[src/rtl/keypad_emulator.sv]
// keypad_emulator: 4x4 Pmod keypad responder (column strobe in, row sense out); macro KEYPAD_EMU_BOUNCE_EN adds contact chatter
module keypad_emulator #(
    parameter int HOLD_CYCLES   = 2_000_000,
    parameter int GAP_CYCLES    = 2_000_000,
    parameter int BOUNCE_CYCLES = 200_000,
    parameter int BOUNCE_PERIOD = 10_000
) (
    input  logic       clk,
    input  logic       rst,
    input  logic [3:0] cols,
    output logic [3:0] rows,
    input  logic [3:0] key_code,
    input  logic       key_valid,
    output logic       key_ready,
    output logic       busy,
    output logic       done
);
    localparam int MX0 = HOLD_CYCLES > GAP_CYCLES ? HOLD_CYCLES : GAP_CYCLES;
    localparam int MX  = MX0 > BOUNCE_CYCLES ? MX0 : BOUNCE_CYCLES;
    localparam int CW  = $clog2(MX + 1);
    typedef enum logic [1:0] {IDLE, PRESS, GAP} state_t;
    state_t         state_q, state_d;
    logic [CW-1:0]  cnt_q, cnt_d;
    logic [3:0]     code_q, code_d, rows_q, rows_d;
    logic [1:0]     key_row, key_col;
    logic           contact;
    if (HOLD_CYCLES < 1 || GAP_CYCLES < 1 || BOUNCE_PERIOD < 1) begin : g_bad_param
        $error("keypad_emulator: HOLD_CYCLES, GAP_CYCLES and BOUNCE_PERIOD must be >= 1");
    end
    // key position of the latched code on the physical 4x4 matrix
    always_comb begin
        case (code_q)
            4'h1: {key_row, key_col} = 4'b00_00;
            4'h2: {key_row, key_col} = 4'b00_01;
            4'h3: {key_row, key_col} = 4'b00_10;
            4'hA: {key_row, key_col} = 4'b00_11;
            4'h4: {key_row, key_col} = 4'b01_00;
            4'h5: {key_row, key_col} = 4'b01_01;
            4'h6: {key_row, key_col} = 4'b01_10;
            4'hB: {key_row, key_col} = 4'b01_11;
            4'h7: {key_row, key_col} = 4'b10_00;
            4'h8: {key_row, key_col} = 4'b10_01;
            4'h9: {key_row, key_col} = 4'b10_10;
            4'hC: {key_row, key_col} = 4'b10_11;
            4'h0: {key_row, key_col} = 4'b11_00;
            4'hF: {key_row, key_col} = 4'b11_01;
            4'hE: {key_row, key_col} = 4'b11_10;
            default: {key_row, key_col} = 4'b11_11;
        endcase
    end
    // press/gap sequencing, handshake outputs and next row drive
    always_comb begin
        state_d   = state_q;
        cnt_d     = cnt_q;
        code_d    = code_q;
        key_ready = state_q == IDLE;
        busy      = state_q != IDLE;
        done      = 1'b0;
        case (state_q)
            IDLE: if (key_valid) begin
                state_d = PRESS;
                cnt_d   = CW'(HOLD_CYCLES - 1);
                code_d  = key_code;
            end
            PRESS: if (cnt_q == '0) begin
                state_d = GAP;
                cnt_d   = CW'(GAP_CYCLES - 1);
            end else cnt_d = cnt_q - 1'b1;
            GAP: if (cnt_q == '0) begin
                state_d = IDLE;
                done    = 1'b1;
            end else cnt_d = cnt_q - 1'b1;
            default: state_d = IDLE;
        endcase
        rows_d = 4'hF;
        if (state_q == PRESS && contact && !cols[key_col]) rows_d[key_row] = 1'b0;
    end
    // state, counter, latched key and registered row drive
    always_ff @(posedge clk or posedge rst) begin
        if (rst) begin
            state_q <= IDLE;
            cnt_q   <= '0;
            code_q  <= '0;
            rows_q  <= 4'hF;
        end else begin
            state_q <= state_d;
            cnt_q   <= cnt_d;
            code_q  <= code_d;
            rows_q  <= rows_d;
        end
    end
    assign rows = rows_q;
`ifdef KEYPAD_EMU_BOUNCE_EN
    localparam int WIN = BOUNCE_CYCLES < HOLD_CYCLES ? BOUNCE_CYCLES : HOLD_CYCLES;
    localparam int PW  = $clog2(BOUNCE_PERIOD + 1);
    logic [CW-1:0] el_q;
    logic [PW-1:0] ph_q;
    logic          open_q;
    // chatter mask: elapsed PRESS cycles and toggle phase, cleared while idle so each press starts closed
    always_ff @(posedge clk or posedge rst) begin
        if (rst) begin
            el_q   <= '0;
            ph_q   <= '0;
            open_q <= 1'b0;
        end else if (state_q == IDLE) begin
            el_q   <= '0;
            ph_q   <= '0;
            open_q <= 1'b0;
        end else if (state_q == PRESS) begin
            el_q   <= el_q + 1'b1;
            ph_q   <= (ph_q == PW'(BOUNCE_PERIOD - 1)) ? '0 : ph_q + 1'b1;
            if (ph_q == PW'(BOUNCE_PERIOD - 1)) open_q <= ~open_q;
        end
    end
    assign contact = (el_q >= CW'(WIN)) || !open_q;
`else
    assign contact = 1'b1;
`endif
endmodule

[config.mk]
export PLATFORM = sky130hd
export DESIGN_NAME = keypad_emulator
export DESIGN_NICKNAME = d
export VERILOG_FILES = /design/src/rtl/keypad_emulator.sv
export SDC_FILE = /design/constraint.sdc
export NUM_CORES = 1
export LEC_CHECK = 0
export CORE_MARGIN = 3
export CORE_UTILIZATION = 34
export DETAILED_ROUTE_END_ITERATION = 8
export MAX_ROUTING_LAYER = met4
export SYNTH_ARGS = -nofsm -noshare
export SYNTH_HDL_FRONTEND = slang
export SYNTH_SLANG_ARGS = --single-unit
[constraint.sdc]
create_clock -name clk -period 2.4 [get_ports clk]
set_clock_uncertainty 0.1 [all_clocks]
set_input_delay 0.36 -clock clk [delete_from_list [all_inputs] [get_ports clk]]
set_output_delay 0.36 -clock clk [all_outputs]
set_load 0.005 [all_outputs]
; ---- Yosys cells after proc, flatten, opt, wreduce, memory -nomap -nowiden
; Memories as Yosys holds them, arrays and structs flattened.
; Index checks and enable logic that the tools add are counted.
[classes]
add_sub_neg = 1
magnitude_cmp = 3
n_eq_ne = 6
mux = 15
n_bitwise = 1
reduce_logical = 10
[ops]
columns = operator, count
row1 = $mux W21, 3
row2 = $pmux W21 S3, 1
row3 = $logic_not A21 Y1, 1
row4 = $sub A21 B1 Y21 const B, 1
row5 = $ne A2 B2 Y1 const B, 4
row6 = $lt A2 B3 Y1 const B, 2
row7 = $mux W2, 3
row8 = $pmux W2 S3, 1
row9 = $reduce_and A3 Y1, 2
row10 = $mux W1, 4
row11 = $mux W4, 1
row12 = $not A4 Y4, 1
row13 = $reduce_bool A3 Y1, 1
row14 = $bmux W1 S2, 1
row15 = $demux W1 S2, 1
row16 = $eq A2 B1 Y1 const B, 1
row17 = $eq A2 B2 Y1 const B, 1
row18 = $ge A2 B1 Y1 const B, 1
row19 = $logic_and A1 B1 Y1, 2
row20 = $logic_not A2 Y1, 1
row21 = $reduce_and A2 Y1, 1
row22 = $reduce_bool A2 Y1, 1
row23 = $logic_not A1 Y1, 1
[word_totals]
ff_bits = 31
mem_bits_ro = 64
inputBits = 11
word_cells = 41
n_memories = 1
[mem_list]
columns = memory, depth, width, read_ports, rd_ports_with_merged_regs, wr, line_no
row1 = (no name shown), 16, 4, 1, 0, 0, 32  ; case (code_q)

; ---- Longest topological paths before layout
; An unclocked memory read counts as a cell.
[logic_depth]
ltp_word = 7
mapped_depth = 8
ltp_nobuf = 7

; ---- Worst setup path before layout
; OpenSTA, ideal clock, no wires.
[synth_path]
path_type = register -> register
startpoint = register cnt_q[2]
endpoint = register cnt_q[17]
setup_time_ns = 0.123
t_arrival_ns = 1.944
required_time_ns = 2.177
slack_ns = 0.234
path_stages_with_launch = 8
path_buffers = 2
path_cell_list = dfrtp_1 buf_6 or4_4 or2_1 buf_6 or4_1 a31oi_1 a21oi_1
[synth_via]
elab_chain_cells = 3
[synth_lines]
columns = element, line_no
row1 = start: declaration, 23  ; logic [CW-1:0] cnt_q, cnt_d;
row2 = start signal: assignment, 87  ; cnt_q <= cnt_d;
row3 = $sub A21 B1 Y21 / $logic_not A21 Y1 (equally long branches), --
row4 = "$mux W21, or another cell as far along", 69  ; GAP: if (cnt_q == '0) begin
row5 = $pmux W21 S3 / $reduce_and A3 Y1 (equally long branches), --
; Parallel ways exist; a longest one is shown, timed or not. The select of a mux whose other input is x is not followed.
; A chain may end at the register's enable or synchronous reset.

; ---- Final worst setup path
[layout_path]
startpoint = register cnt_q[6]
endpoint = register cnt_q[9]
; The elaborated chain is that of the path after synthesis.

==> reports/qor.yml <==
status: "finished clean"
cap_violations: 0
num_vias: 1749
synth-main-ff-cell: "dfrtp_1"
required_ns: 2.50
grt_pass1_wl_mm: 8.05
layout-drive-gt1-share: 0.221
cp_max_fo: 5
ctsHoldBuffers: 0
die_w_um: 80.1
numClockSinks: 31
utilization: 0.469
worst_hold_slack_ns: 0.367
ios: 18
wire_per_inst_um: 14.2
io_buffers: 17
finalCriticalPeriod_ns: 2.29
cp-start-kind: "register"
dieHeight_um: 80.1
slew_violations: 0
path_class: "reg2reg"
crit_family: "simple AND/OR/NAND/NOR gates"
place.gp.congestion: 0.868
hpwlAfterDp_mm: 3.18
clockBufferDepth: 2
cts_buffers: 5
ys_seq_area_frac: 0.418
start_util: 0.359
antenna_found_initial: 0
nets: 268
drt-total-wl_mm: 4.59
yosysWarningCount: 0
synth_commonest_cells: "27 x dfrtp_1, 20 x a21oi_1, 16 x nand2_1"
ys_types: 49
dr.first_iter.drc_count: 126
r2r_slack_ns: 0.11
worstHoldPathType: "in2async"
path_cells: "buf_4 -> or4_4 -> or2_1 -> buf_4 -> or4_1 -> a21oi_1"
slowest_stage: "or4_4"
grt_pass1_vias: 1655
hold_violations: 0
coreArea_mm2: 0.00520
gr-total-overflow: 0
worst_pin_slew_ns: 0.521
synth_area_per_cell_um2: 8.94
cts_max_level: 2
syn_nets: 225
die-area_mm2: 0.00642
synth_area_leader_cell: "dfrtp_1"
worstPathArrival_ns: 2.40
clkTransAtPathRegs_ns: 0.07
endpoint_kind: "register"
synth_area_leaders: "dfrtp_1 36%, dfstp_2 5.6%, a21oi_1 5.4%"
grt_max_degree: 32
clock_latency_ns: 0.28
synth_edf_count: 0
cts_tree: "built"
p_leak_nw: 1.00
cp.buffers_inverters: 2
rows: 26
final-setup-viol-count: 0
p_per_area_mw_per_mm2: 415
slowest_delay_ns: 0.56
crit_top_cell: "buf_4"
via_per_inst: 5.41
dr.pass1.iters: 5
n_antenna_cell: 0
synth_most_common_cell: "dfrtp_1"
ys_seq_elements: 31
synthArstFlopShare: 1.00
slew_headroom: 0.652
area_growth_pct: 30.7
drtAntennaViolNets: 0
drc_errors: 0
setup-tns-final_ns: 0
ir_drop_mv: 0.186
syn_area_mm2: 0.00187
fmax_ghz: 0.436
synth_top_area_share: 0.362
rsz0062_at_grt: "false"
post-route-period-util: 0.955
globalRouteTotalUtil: 0.164
syn_inst: 209
clockRootBuffer: "clkbuf_8"
-- state kept, by name, summed over array words and instances, names as in the netlist --
name / flops
cnt_q: 21
code_q: 4
rows: 4
state_q: 2
-- final timing paths --
path / startpoint / endpoint / cells past startpoint
max: cnt_q[6] / cnt_q[9] / 6
min: rst / cnt_q[20] / 3
max reg2reg: cnt_q[6] / cnt_q[9] / 6
min reg2reg: cnt_q[13] / cnt_q[13] / 1
max in group asynchronous: rst / rows[2] / 3
min in group clk: cnt_q[13] / cnt_q[13] / 1
-- kinds of logic (layout without fill, tap and decap cells) --
group | count (synthesis) | after routing | share of synthesized area
XOR/XNOR | 3 | 3 | 0.0141
adder cells (fa/ha/maj) | 5 | 5 | 0.0335
buffers and inverters | 20 | 64 | 0.0496
multiplexers | 4 | 4 | 0.0241
AO/OA/AOI/OAI | 66 | 66 | 0.230
AND/OR/NAND/NOR | 80 | 80 | 0.231
flip-flops | 31 | 31 | 0.418
-- power by group --
part	switching, mW	total [mW]	internal (mW)
Combinational	0.0134	0.0292	0.0158
Clock	0.199	0.460	0.262
Sequential	0	0.523	0.523
Total	0.212	1.01	0.800
-- metrics by stage --
step	power, mW	cell area (um2)	std cells	worst slack, ns
after detailed placement	0.563	2260	310	0.0358
after global placement	0.563	2260	310	0.0885
after global routing	1.05	2440	323	0.0313
after floorplan	0.541	1870	209	0.234
after CTS	1.03	2440	323	0.117
final	1.01	2440	323	0.107
-- what timing repair did --
item | 4_1_cts | 5_1_grt
setup buffers | 5 | 0
resized for setup | 9 | 1
pin swaps | 1 | 0
endpoints found under the setup margin | 1 | 8
cloned | 0 | 0
-- layout by cell type, fill, tap and decap left out, drive strengths merged, types with 3 or more instances in the layout --
cell and n:
a21oi 20, a31oi 3, and3 4, buf 28, clkbuf 8, clkdlybuf4s50 16
dfrtp 27, dfstp 4, ha 5, inv 11, mux2 4, nand2 16
nand2b 3, nand3 4, nor2 12, nor3 15, nor4 7, o21a 5
o21ai 12, o22a 4, o31ai 4, or4 5
-- layer usage --
| metal | vias to the layer above | wire length [um] | track usage |
|---|---|---|---|
| met5 | - | 0 | - |
| met4 | 0 | 66 | 0.0456 |
| met3 | 5 | 115 | 0.0348 |
| met2 | 23 | 2200 | 0.246 |
| met1 | 851 | 2210 | 0.225 |
| li1 | 870 | - | - |
-- layout make-up --
class	count	area (um2)
flip-flops and latches	31	781
clock buffers	8	100
fillers	532	2760
repair buffers	45	392
well taps	70	87.6
multi-input cells	158	1040
inverters	11	41.3
-- worst reg2reg max path, cell delays in order, from the launching register on --
cell,delay [ns]
dfrtp_1,0.40
buf_4,0.15
or4_4,0.56
or2_1,0.30
buf_4,0.17
or4_1,0.39
a21oi_1,0.14
No activity file was read; power rests on OpenSTA's default activity.
